==> src/rtl/apb4_master_arbiter.sv <==
// apb4_master_arbiter: round-robin arbiter that lets NUM_REQ requesters
// share a single APB4 master port through an IDLE/SETUP/ACCESS FSM.
// Optional macro APB4_ARB_TIMEOUT_EN: abort ACCESS with rsp_err after
// TIMEOUT_CYCLES wait cycles (undefined: ACCESS waits indefinitely).
// Ports:
//   clk, rst               clock, synchronous active-high reset
//   req_valid/ready        per-requester command handshake
//   req_write/addr/wdata   per-requester command, packed by requester
//   rsp_valid              one-cycle completion pulse to the owner
//   rsp_rdata, rsp_err     shared response data/error, valid with rsp_valid
//   psel..pslverr          APB4 master side
module apb4_master_arbiter #(
   parameter int NUM_REQ        = 2,
   parameter int ADDR_WIDTH     = 3,
   parameter int DATA_WIDTH     = 32,
   parameter int TIMEOUT_CYCLES = 16
) (
   input  logic                             clk,
   input  logic                             rst,
   input  logic [NUM_REQ-1:0]               req_valid,
   output logic [NUM_REQ-1:0]               req_ready,
   input  logic [NUM_REQ-1:0]               req_write,
   input  logic [NUM_REQ*ADDR_WIDTH-1:0]    req_addr,
   input  logic [NUM_REQ*DATA_WIDTH-1:0]    req_wdata,
   output logic [NUM_REQ-1:0]               rsp_valid,
   output logic [DATA_WIDTH-1:0]            rsp_rdata,
   output logic                             rsp_err,
   output logic                             psel,
   output logic                             penable,
   output logic                             pwrite,
   output logic [ADDR_WIDTH-1:0]            paddr,
   output logic [DATA_WIDTH-1:0]            pwdata,
   input  logic [DATA_WIDTH-1:0]            prdata,
   input  logic                             pready,
   input  logic                             pslverr
);

   localparam int IW = $clog2(NUM_REQ);

   typedef enum logic [1:0] {
      S_IDLE,
      S_SETUP,
      S_ACCESS
   } state_t;

   state_t                r_state;
   state_t                w_state_nxt;
   logic [IW-1:0]         r_last_grant;
   logic [IW-1:0]         w_last_nxt;
   logic [IW-1:0]         r_owner;
   logic [IW-1:0]         w_owner_nxt;
   logic                  r_psel;
   logic                  w_psel_nxt;
   logic                  r_penable;
   logic                  w_penable_nxt;
   logic                  r_pwrite;
   logic                  w_pwrite_nxt;
   logic [ADDR_WIDTH-1:0] r_paddr;
   logic [ADDR_WIDTH-1:0] w_paddr_nxt;
   logic [DATA_WIDTH-1:0] r_pwdata;
   logic [DATA_WIDTH-1:0] w_pwdata_nxt;
   logic [NUM_REQ-1:0]    r_rsp_valid;
   logic [NUM_REQ-1:0]    w_rsp_valid_nxt;
   logic [DATA_WIDTH-1:0] r_rsp_rdata;
   logic [DATA_WIDTH-1:0] w_rsp_rdata_nxt;
   logic                  r_rsp_err;
   logic                  w_rsp_err_nxt;
   logic [NUM_REQ-1:0]    w_ready;

   logic                  w_any_hi;
   logic                  w_any_lo;
   logic [IW-1:0]         w_win_hi;
   logic [IW-1:0]         w_win_lo;
   logic                  w_any;
   logic [IW-1:0]         w_win;
   logic                  w_sel_write;
   logic [ADDR_WIDTH-1:0] w_sel_addr;
   logic [DATA_WIDTH-1:0] w_sel_wdata;
   logic                  w_timeout;

   // Round-robin: the lowest valid index above last_grant wins; if none,
   // wrap around to the lowest valid index at or below last_grant.
   always_comb begin
      w_any_hi = 1'b0;
      w_any_lo = 1'b0;
      w_win_hi = '0;
      w_win_lo = '0;
      for (int i = NUM_REQ - 1; i >= 0; i--) begin
         if (req_valid[i]) begin
            if (IW'(i) > r_last_grant) begin
               w_any_hi = 1'b1;
               w_win_hi = IW'(i);
            end else begin
               w_any_lo = 1'b1;
               w_win_lo = IW'(i);
            end
         end
      end
   end

   assign w_any = w_any_hi | w_any_lo;
   assign w_win = w_any_hi ? w_win_hi : w_win_lo;

   always_comb begin
      w_sel_write = 1'b0;
      w_sel_addr  = '0;
      w_sel_wdata = '0;
      for (int i = 0; i < NUM_REQ; i++) begin
         if (IW'(i) == w_win) begin
            w_sel_write = req_write[i];
            w_sel_addr  = req_addr[i*ADDR_WIDTH +: ADDR_WIDTH];
            w_sel_wdata = req_wdata[i*DATA_WIDTH +: DATA_WIDTH];
         end
      end
   end

`ifdef APB4_ARB_TIMEOUT_EN
   localparam int CW = $clog2(TIMEOUT_CYCLES + 1);

   logic [CW-1:0] r_tcnt;

   // Counts ACCESS cycles with pready low; fires on the last allowed one.
   always_ff @(posedge clk) begin
      if (rst) begin
         r_tcnt <= '0;
      end else if (r_state == S_ACCESS && !pready) begin
         r_tcnt <= r_tcnt + 1'b1;
      end else begin
         r_tcnt <= '0;
      end
   end

   assign w_timeout = (r_state == S_ACCESS) && !pready &&
                      (r_tcnt == CW'(TIMEOUT_CYCLES - 1));
`else
   logic [31:0] w_unused_to;

   assign w_unused_to = 32'(TIMEOUT_CYCLES);
   assign w_timeout   = 1'b0;
`endif

   always_comb begin
      w_state_nxt     = r_state;
      w_last_nxt      = r_last_grant;
      w_owner_nxt     = r_owner;
      w_psel_nxt      = r_psel;
      w_penable_nxt   = r_penable;
      w_pwrite_nxt    = r_pwrite;
      w_paddr_nxt     = r_paddr;
      w_pwdata_nxt    = r_pwdata;
      w_rsp_valid_nxt = '0;
      w_rsp_rdata_nxt = '0;
      w_rsp_err_nxt   = 1'b0;
      w_ready         = '0;
      unique case (r_state)
         S_IDLE: begin
            if (w_any) begin
               w_ready       = NUM_REQ'(1) << w_win;
               w_owner_nxt   = w_win;
               w_last_nxt    = w_win;
               w_psel_nxt    = 1'b1;
               w_penable_nxt = 1'b0;
               w_pwrite_nxt  = w_sel_write;
               w_paddr_nxt   = w_sel_addr;
               w_pwdata_nxt  = w_sel_write ? w_sel_wdata : '0;
               w_state_nxt   = S_SETUP;
            end
         end
         S_SETUP: begin
            w_penable_nxt = 1'b1;
            w_state_nxt   = S_ACCESS;
         end
         S_ACCESS: begin
            if (pready || w_timeout) begin
               w_psel_nxt      = 1'b0;
               w_penable_nxt   = 1'b0;
               w_rsp_valid_nxt = NUM_REQ'(1) << r_owner;
               w_state_nxt     = S_IDLE;
               if (pready) begin
                  w_rsp_rdata_nxt = r_pwrite ? '0 : prdata;
                  w_rsp_err_nxt   = pslverr;
               end else begin
                  w_rsp_err_nxt   = 1'b1;
               end
            end
         end
         default: begin
            w_psel_nxt    = 1'b0;
            w_penable_nxt = 1'b0;
            w_state_nxt   = S_IDLE;
         end
      endcase
   end

   always_ff @(posedge clk) begin
      if (rst) begin
         r_state      <= S_IDLE;
         r_last_grant <= IW'(NUM_REQ - 1);
         r_owner      <= '0;
         r_psel       <= 1'b0;
         r_penable    <= 1'b0;
         r_pwrite     <= 1'b0;
         r_paddr      <= '0;
         r_pwdata     <= '0;
         r_rsp_valid  <= '0;
         r_rsp_rdata  <= '0;
         r_rsp_err    <= 1'b0;
      end else begin
         r_state      <= w_state_nxt;
         r_last_grant <= w_last_nxt;
         r_owner      <= w_owner_nxt;
         r_psel       <= w_psel_nxt;
         r_penable    <= w_penable_nxt;
         r_pwrite     <= w_pwrite_nxt;
         r_paddr      <= w_paddr_nxt;
         r_pwdata     <= w_pwdata_nxt;
         r_rsp_valid  <= w_rsp_valid_nxt;
         r_rsp_rdata  <= w_rsp_rdata_nxt;
         r_rsp_err    <= w_rsp_err_nxt;
      end
   end

   assign req_ready = w_ready;
   assign rsp_valid = r_rsp_valid;
   assign rsp_rdata = r_rsp_rdata;
   assign rsp_err   = r_rsp_err;
   assign psel      = r_psel;
   assign penable   = r_penable;
   assign pwrite    = r_pwrite;
   assign paddr     = r_paddr;
   assign pwdata    = r_pwdata;

endmodule

==> config.mk <==
export PLATFORM = sky130hd
export DESIGN_NAME = apb4_master_arbiter
export DESIGN_NICKNAME = d
export VERILOG_FILES = /design/src/rtl/apb4_master_arbiter.sv
export SDC_FILE = /design/constraint.sdc
export NUM_CORES = 1
export LEC_CHECK = 0
export BUFFER_PORTS_ARGS = -buffer_cell sky130_fd_sc_hd__buf_2
export CORE_MARGIN = 1
export CORE_UTILIZATION = 38
export DETAILED_ROUTE_END_ITERATION = 16
export PLACE_DENSITY = 0.76
export SLEW_MARGIN = 10
export SYNTH_ARGS = -nofsm -noshare
export SYNTH_HDL_FRONTEND = slang
export SYNTH_SLANG_ARGS = --single-unit
==> constraint.sdc <==
create_clock -name clk -period 1.4 [get_ports clk]
set_clock_uncertainty 0.1 [all_clocks]
set_input_delay 0.07 -clock clk [delete_from_list [all_inputs] [get_ports clk]]
set_output_delay 0.07 -clock clk [all_outputs]
set_load 0.05 [all_outputs]
==> impl_metrics.json, run 1 <==
{
  "final_net_count": 647,
  "synth_common_cells": "dfxtp_1, nor2_1, mux2i_1, and2_1, a2bb2oi_1",
  "synth_seq_cells": 76,
  "syn_nets": 373,
  "htree_levels": 3,
  "grt_max_degree": 33,
  "cp_top_family": "compound AO/OA/AOI/OAI gates",
  "cts_root_buf": "clkbuf_8",
  "synth_xor_area_share_pct": 0,
  "start_util_pct": 39.1,
  "criticalPathCategory": "register to register",
  "yosysSeqAreaShare_pct": 53.9,
  "synth.area.top_cells": "dfxtp_1, mux2i_1, a2bb2oi_1, and2_1, nor2_1",
  "overflow": 0,
  "wl_per_cell_um": 15.7,
  "grt_pass1_vias": 3023,
  "diodes": 0,
  "routed_wl_um": 10100,
  "grt_pass1_wl_um": 14300,
  "muxShareOfSynthArea_pct": 13.2,
  "io_buffers": 184,
  "tritoncts": "yes",
  "design_area_sq_um": 5410,
  "r2r_cells": 6,
  "rsz0062_at_grt": "yes",
  "drv_cap": 0,
  "synth_warnings": 0,
  "clk_pin_slew_ps": 90,
  "dp_hpwl_um": 5200,
  "synth_top_family_by_area": "simple AND/OR/NAND/NOR gates",
  "synth_edf_count": 0,
  "critPathRequiredTime_ps": 1520,
  "insertion_delay_ps": 340,
  "synth_top_flop_cell": "dfxtp_1",
  "cp_slowest_stage_delay_ps": 340,
  "dr_total_vias": 3016,
  "antenna_found_initial": 0,
  "slew_headroom_pct": 76.6,
  "cts_buffers": 9,
  "gp_congestion": 0.795,
  "route.detailed.drc": 0,
  "critPathBufInv": 2,
  "p_total_uw": 5780,
  "syn_inst": 263,
  "worstMarginPinSlew_ps": 346,
  "period_minus_slack_ps": 1600,
  "fin_crit_sh_pct": 114,
  "end_kind": "register",
  "reg2reg_from": "r_last_grant",
  "hold-worst-slack_ps": 12.0,
  "grt_usage_pct": 24.7,
  "yosys.area_share.simple_pct": 15.6,
  "synth_adder_area_share_pct": 0,
  "die_w_um": 88.2,
  "num_rows": 31,
  "cp.arrival_ps": 1720,
  "yosysMostFrequentCell": "dfxtp_1",
  "synth_top_area_share_pct": 53.9,
  "core_area_sq_um": 7210,
  "drt_iter0_markers": 88,
  "antenna_left": 0,
  "vdd_drop_max_v": 0.000791,
  "syn_avg_cell_area_sq_um": 10.7,
  "die_area_sq_um": 7770,
  "die_y_um": 88.2,
  "min_from": "req_wdata[53]",
  "cp-start-kind": "register",
  "vias_per_cell": 4.71,
  "violations": "negative setup slack",
  "setup_violations": 70,
  "yosysTopAreaCell": "dfxtp_1",
  "async_flop_share_pct": 0,
  "slew_violations": 0,
  "max_freq_mhz": 625,
  "io_pins": 185,
  "fin_util_pct": 75.0,
  "syn-cell-area_sq_um": 2820,
  "cts_sinks": 76,
  "powerDensity_nw_per_um2": 1070,
  "holdPathStages": 4,
  "hold_viol_final": 0,
  "status": "finished, violations left",
  "syn2layout_area_growth_pct": 91.7,
  "dpl_cell_area_sq_um": 4090,
  "drive_gt1_share_pct": 54.8,
  "crit_fanout": 8,
  "synth_cell_type_count": 26,
  "rr_endpoint": "pwdata[2]",
  "cts_buffer_depth": 2,
  "crit_slowest_cell": "dfxtp_2",
  "fill_cells": 469,
  "holdPathEnd": "pwdata[21]",
  "min_path_type": "input port to register",
  "crit_chain": "a21boi_4 > mux2i_4 > buf_6 > buf_12 > a2bb2oi_2 > nor2_1",
  "leakage_uw": 0.00258,
  "fin_ws_ps": -200,
  "r2r_slack_ps": -200,
  "drt_first_pass_iters": 7,
  "synth-compound-area-share_pct": 12.8
}
[sequential cells by signal (all words and copies together), names as in the netlist]
name,cells
rsp_valid,2
r_owner,1
rsp_rdata,32
rsp_err,1
paddr,3
pwrite,1
pwdata,32
r_last_grant,1
psel,1
r_state,2
[cells in the final DEF (no fill, tap or decap), types with 3 or more instances in the layout]
cell           instances
buf_2                182
dfxtp_1               73
dlygate4sd3_1         63
nor2_1                38
and2_1                34
a2bb2oi_2             28
mux2i_1               17
buf_4                 16
mux2i_2               14
clkbuf_8               9
buf_6                  7
buf_12                 6
nand2_1                5
mux2i_4                5
buf_16                 5
a2bb2oi_1              4
a21oi_2                3
a21oi_1                3
inv_6                  3
[per-layer routing]
metal	up-vias	global-route usage, %	part of all wire (%)
met5	-	0	0
met4	0	9.09	1.6
met3	13	5.47	5.5
met2	112	47.4	55
met1	1428	26.3	38
li1	1463	-	-
[metrics by stage]
step                      cells  TNS (ps)  worst slack [ps]
final                       641     -8970              -200
after global routing        641    -12670              -283
after CTS                   639    -10570              -240
after detailed placement    545     -7930              -193
after global placement      545     -5820              -153
after floorplan             263     -8910              -172
[logic make-up (layout without fill, tap and decap cells)]
| family | after synthesis | in the layout |
|---|---|---|
| mux | 36 | 36 |
| simple gates | 85 | 85 |
| flops | 76 | 76 |
| compound gates | 45 | 45 |
| buf+inv | 21 | 300 |
[tightest hold or removal path, delay by kind of cell]
| family | cells | cell delay, ps |
|---|---|---|
| compound gates | 1 | 130 |
| buf+inv | 1 | 80 |
| simple gates | 1 | 80 |
| mux | 1 | 70 |
[area by class of cell]
cell class	count	area [sq um]	area share (%)
repair buffers	281	2040	37.7
flip-flops and latches	76	1530	28.3
multi-input cells	166	1500	27.7
clock buffers	9	124	2.29
well taps	99	124	2.29
clock inverters	7	81.3	1.50
inverters	3	15.0	0.278
[report_power, final]
group / internal [uW] / switching, uW
Combinational: 850 / 876
Sequential: 2260 / 68.3
Clock: 848 / 882
Total: 3960 / 1830
[worst max path at each step]
stage | end | depth (start not counted) | slack [ps] | from
final | pwdata[2] | 6 | -200 | r_last_grant
after detailed placement | pwdata[15] | 5 | -190 | r_last_grant
after CTS | pwdata[22] | 7 | -240 | r_last_grant
after floorplan | rsp_rdata[0] | 5 | -170 | r_state[1]
after global routing | pwdata[2] | 6 | -280 | r_last_grant
after global placement | pwdata[5] | 5 | -150 | r_last_grant
[what timing repair did]
item	CTS	global route
setup buffers	11	3
hold buffers	63	0
cloned	5	1
pin swaps	8	14
hold endpoints to repair	52	0
resized for setup	26	30
setup endpoints to repair	72	70
No activity file was read; power rests on OpenSTA's default activity.
==> inputs of run 2 (changes only) <==
CORE_ASPECT_RATIO = 0.75   (was default)
==> run 2 against run 1 <==
Against the previous run: the flow still finishes with violations (negative setup slack); routed wire length increased by 5.2%; first-iteration DRC count fell by 31%; die area hardly changed; cell area increased by 3.3%; count of clock-buffer cells in the layout grew 4; clock power is essentially flat; cell count increased by 0.62%; sequential share of layout area is 0.91 points lower; combinational power grew 8%; non-clock buffer count increased by 5; worst hold slack got worse by 0.68 ps; largest cell class unchanged; largest power group unchanged.
==> impl_metrics.json, run 2 (synthesized netlist as in run 1, its figures left out) <==
{
  "status": "finished, violations left",
  "violations": "negative setup slack",
  "p_total_uw": 5900,
  "drv_cap": 0,
  "crit_fanout": 7,
  "dr_wl_met2_um": 5530,
  "final_common_cell": "buf_2",
  "grt_usage_pct": 26.3,
  "syn2layout_area_growth_pct": 98.1,
  "leakage_uw": 0.00266,
  "io_buffers": 184,
  "rsz0062_at_grt": "yes",
  "slew_headroom_pct": 67.8,
  "routed_wl_um": 10600,
  "dp_hpwl_um": 5440,
  "die_w_um": 101,
  "route.detailed.drc": 0,
  "worstMarginPinSlew_ps": 482,
  "drt_first_pass_iters": 4,
  "antenna_found_initial": 0,
  "powerDensity_nw_per_um2": 1060,
  "core_area_sq_um": 6990,
  "htree_levels": 3,
  "dr_total_vias": 3128,
  "vias_per_cell": 4.85,
  "diodes": 0,
  "met1_length_um": 3930,
  "place_inst": 548,
  "die_y_um": 76.6,
  "gp_congestion": 0.739,
  "setup_violations": 74,
  "cp-start-kind": "register",
  "topRoutingLayerUsed": "met4",
  "min_from": "req_wdata[4]",
  "num_rows": 26,
  "io_pins": 185,
  "grt_pass1_vias": 3274,
  "hold_viol_final": 0,
  "insertion_delay_ps": 340,
  "die_area_sq_um": 7770,
  "tritoncts": "yes",
  "grt_max_degree": 33,
  "min_path_type": "input port to register",
  "drt_iter0_markers": 61,
  "criticalPathCategory": "register to register",
  "fin_ws_ps": -237,
  "reg2reg_from": "r_last_grant",
  "max_freq_mhz": 611,
  "cts_sinks": 76,
  "wl_per_cell_um": 16.4,
  "route.met3.wl_um": 771,
  "overflow": 0,
  "r2r_cells": 7,
  "cts_root_buf": "clkbuf_8",
  "period_minus_slack_ps": 1640,
  "cts_buffer_depth": 2,
  "holdPathStages": 4,
  "final_net_count": 652,
  "final-instance-count-excl-fill": 645,
  "vdd_drop_max_v": 0.000665,
  "cp.arrival_ps": 1760,
  "grt_pass1_wl_um": 15400,
  "end_kind": "register",
  "start_util_pct": 40.3,
  "antenna_left": 0,
  "slew_violations": 0,
  "crit_start": "r_last_grant",
  "critPathRequiredTime_ps": 1520,
  "final_cell_mix": "buf_2, dfxtp_1, dlygate4sd3_1, nor2_1, and2_1",
  "drive_gt1_share_pct": 56.9,
  "fin_crit_sh_pct": 117,
  "fill_cells": 418,
  "cts_buffers": 9,
  "clk_pin_slew_ps": 70
}
-- run 2: report_power, final --
| part | leakage, uW | switching [uW] | internal (uW) |
|---|---|---|---|
| clock | 0.000103 | 766 | 935 |
| sequential | 0.000618 | 68.6 | 2260 |
| combinational | 0.00193 | 929 | 937 |
-- run 2: critical path, stage by stage (launching register included) --
cell and delay [ps]:
dfxtp_2 350, a21boi_4 160, buf_4 150, buf_12 120, buf_12 140, mux2i_2 270
a2bb2oi_2 170, nor2_1 50
-- run 2: per-layer routing --
metal	track usage, %	vias up
li1	-	1471
met1	27.2	1472
met2	48.8	155
met3	6.15	30
met4	13.2	0
met5	0	-
-- run 2: repair_timing --
item,in CTS,in global routing
setup endpoints to repair,75,73
endpoints found under the hold margin,50,0
resized for setup,53,24
pin swaps,7,13
hold buffers,60,0
setup buffers,11,2
cloned,6,4
-- run 2: cell type report --
| cell class | instances | area, sq um | share of cell area (%) |
|---|---|---|---|
| clock buffers | 13 | 160 | 2.87 |
| multi-input cells | 166 | 1560 | 27.9 |
| inverters | 3 | 15.0 | 0.269 |
| well taps | 98 | 123 | 2.19 |
| repair buffers | 286 | 2160 | 38.7 |
| clock inverters | 3 | 43.8 | 0.784 |
| flip-flops and latches | 76 | 1530 | 27.3 |
-- run 2: metrics by stage --
step                utilization [%]  hold WS [ps]  TNS (ps)  area, sq um  setup slack, ps
finish                         79.9          11.3    -12170         5590             -237
global route                   79.9          16.3    -16410         5590             -289
CTS                            76.8         0.906     -9510         5370             -179
detailed placement             59.1           172     -9000         4130             -204
global placement               59.1           170     -6310         4130             -187
floorplan                         -          91.7     -8910         2980             -172
-- run 2: path summary, 6_finish.rpt --
| check | to | slack, ps |
|---|---|---|
| min | pwdata[4] | 10 |
| min reg2reg | rsp_valid[0] | 340 |
| max reg2reg | pwdata[27] | -240 |
| max | pwdata[27] | -240 |
==> inputs of run 3 (changes only) <==
ABC_AREA = 1   (was default)
PLACE_DENSITY = 0.75   (was 0.76)
==> run 3 against run 2 <==
Against the previous run: the run ends with negative hold slack left; critical path type unchanged; count of clock-buffer cells in the layout decreased by 1; highest routed layer unchanged; total power increased by 7.0%; worst hold slack got worse by 64 ps; register-to-register slack improved by 250 ps.
==> impl_metrics.json, run 3 <==
{
  "status": "finished, violations left",
  "violations": "negative hold slack",
  "io_buffers": 184,
  "cts_buffer_depth": 2,
  "syn-cell-area_sq_um": 2990,
  "fill_cells": 601,
  "htree_levels": 3,
  "drt_first_pass_iters": 4,
  "max_freq_mhz": 719,
  "drt_iter0_markers": 151,
  "yosysMostFrequentCell": "nand2_1",
  "synth_top_area_share_pct": 51.0,
  "criticalPathCategory": "register to register",
  "synth_warnings": 0,
  "multi_input_area_sq_um": 1300,
  "clk_pin_slew_ps": 80,
  "gp_congestion": 0.834,
  "overflow": 0,
  "final_net_count": 769,
  "io_pins": 185,
  "dr_total_vias": 3637,
  "synth_cell_type_count": 15,
  "synth.area.top_cells": "dfxtp_1, nand2_1, nand3_1, nor2_1, a21oi_1",
  "setup_violations": 0,
  "cts_buffers": 9,
  "core_area_sq_um": 7470,
  "regArea_sq_um": 1530,
  "critPathRequiredTime_ps": 1560,
  "async_flop_share_pct": 0,
  "grt_pass1_vias": 3487,
  "min_path_type": "input port to register",
  "grt_usage_pct": 24.0,
  "insertion_delay_ps": 330,
  "tritoncts": "yes",
  "num_rows": 27,
  "hold-worst-slack_ps": -52.5,
  "antenna_left": 0,
  "die_area_sq_um": 8220,
  "yosysSeqAreaShare_pct": 51.0,
  "rsz0062_at_grt": "yes",
  "drive_gt1_share_pct": 38.3,
  "drv_cap": 0,
  "antenna_found_initial": 0,
  "p_total_uw": 6310,
  "crit_fanout": 16,
  "synth_seq_cells": 76,
  "syn_inst": 415,
  "end_kind": "register",
  "cts_hold_buf": 51,
  "die_y_um": 78.8,
  "syn_avg_cell_area_sq_um": 7.19,
  "grt_pass1_wl_um": 15800,
  "cp-start-kind": "register",
  "grt_max_degree": 39,
  "r2r_slack_ps": 9,
  "final_cell_mix": "buf_2, nand2_1, dfxtp_1, nand3_1, dlygate4sd3_1",
  "wl_per_cell_um": 13.5,
  "period_minus_slack_ps": 1390,
  "route.detailed.drc": 0,
  "worstMarginPinSlew_ps": 465,
  "cts_root_buf": "clkbuf_8",
  "final_common_cell": "buf_2",
  "slew_violations": 0,
  "cp.arrival_ps": 1550,
  "yosysTopAreaCell": "dfxtp_1",
  "diodes": 0,
  "synth_common_cells": "nand2_1, dfxtp_1, nand3_1, nor2_1, inv_1",
  "routed_wl_um": 10400,
  "slew_headroom_pct": 69.0,
  "start_util_pct": 40.0,
  "vias_per_cell": 4.75,
  "synth_top_flop_cell": "dfxtp_1",
  "hold_viol_final": 3,
  "synth_edf_count": 0,
  "syn2layout_area_growth_pct": 72.2,
  "dp_hpwl_um": 6520,
  "cts_sinks": 76,
  "leakage_uw": 0.00273,
  "powerDensity_nw_per_um2": 1230,
  "die_w_um": 104,
  "tns_ps": 0,
  "syn_nets": 525,
  "vdd_drop_max_v": 0.000705,
  "fin_crit_sh_pct": 99.3
}
[run 3: cell types whose count changed after synthesis, sizes merged, moves of 8 or more]
cell | previous run | this run
nand3 | 0 | 70
a21oi | 6 | 35
and2 | 34 | 0
buf | 8 | 18
nand2 | 6 | 110
mux2i | 36 | 0
inv | 3 | 41
nor2 | 40 | 48
a2bb2oi | 32 | 0
[run 3: repair_timing]
| item | in CTS | in global routing |
|---|---|---|
| gates resized for setup | 10 | 31 |
| gates cloned | 0 | 4 |
| buffers inserted | 3 | 5 |
| endpoints found under the hold margin | 51 | 3 |
| pin swaps | 2 | 10 |
| setup endpoints to repair | 4 | 45 |
[run 3: report_power, final]
| part | total (uW) | internal, uW | switching (uW) |
|---|---|---|---|
| clock | 2030 | 1280 | 750 |
| sequential | 2380 | 2300 | 80.9 |
| combinational | 1890 | 726 | 1170 |
| total | 6310 | 4310 | 2000 |
[run 3: worst max-delay path, cell delays in order, from the launching register on]
cell	delay, ps
dfxtp_4	360
nor2_4	150
buf_6	120
o21ai_4	70
inv_4	130
buf_12	150
nand3_1	90
a21oi_1	140
[run 3: area by class of cell]
cell class / count / area share, %
Tap cell: 101 / 2.46
Inverter: 41 / 3.04
Clock buffer: 12 / 3.02
Clock inverter: 4 / 1.85
Sequential cell: 76 / 29.8
Multi-Input combinational cell: 270 / 25.3
Timing Repair Buffer: 261 / 34.6
[run 3: path summary, 6_finish.rpt]
path / start / to / depth (start not counted)
worst min register to register: r_owner / rsp_valid[1] / 2
worst min-delay path: rst / rsp_valid[1] / 4
worst max register to register: r_state[1] / pwdata[4] / 7
worst max-delay path: r_state[1] / pwdata[4] / 7
[run 3: kinds of logic (layout without fill, tap and decap cells)]
kind of cell,count (synthesis),in the layout,synth area share [%]
DFF,76,76,51.0
buffers and inverters,69,318,10.1
AOI/OAI and AO/OA,41,41,6.92
and+or+nand+nor,229,229,32.1
[run 3: stage by stage]
stage | utilization [%] | instances | hold slack, ps | cell area (sq um) | worst slack (ps)
2_1_floorplan | - | 415 | 82.2 | 3000 | -0.730
3_3_place_gp | 55.1 | 687 | 182 | 4110 | 88.8
3_5_place_dp | 55.1 | 687 | 188 | 4110 | 19.1
4_1_cts | 65.7 | 756 | -18.9 | 4910 | 22.1
5_1_grt | 68.9 | 765 | -56.5 | 5140 | -48.4
6_report | 68.9 | 765 | -52.5 | 5140 | 9.33
[run 3: per-layer routing]
metal / up-vias / GRT usage, % / wire length [um]
li1: 1785 / - / -
met1: 1649 / 26.7 / 4080
met2: 165 / 42.9 / 5230
met3: 38 / 5.25 / 636
met4: 0 / 13.7 / 413
met5: - / 0 / 0
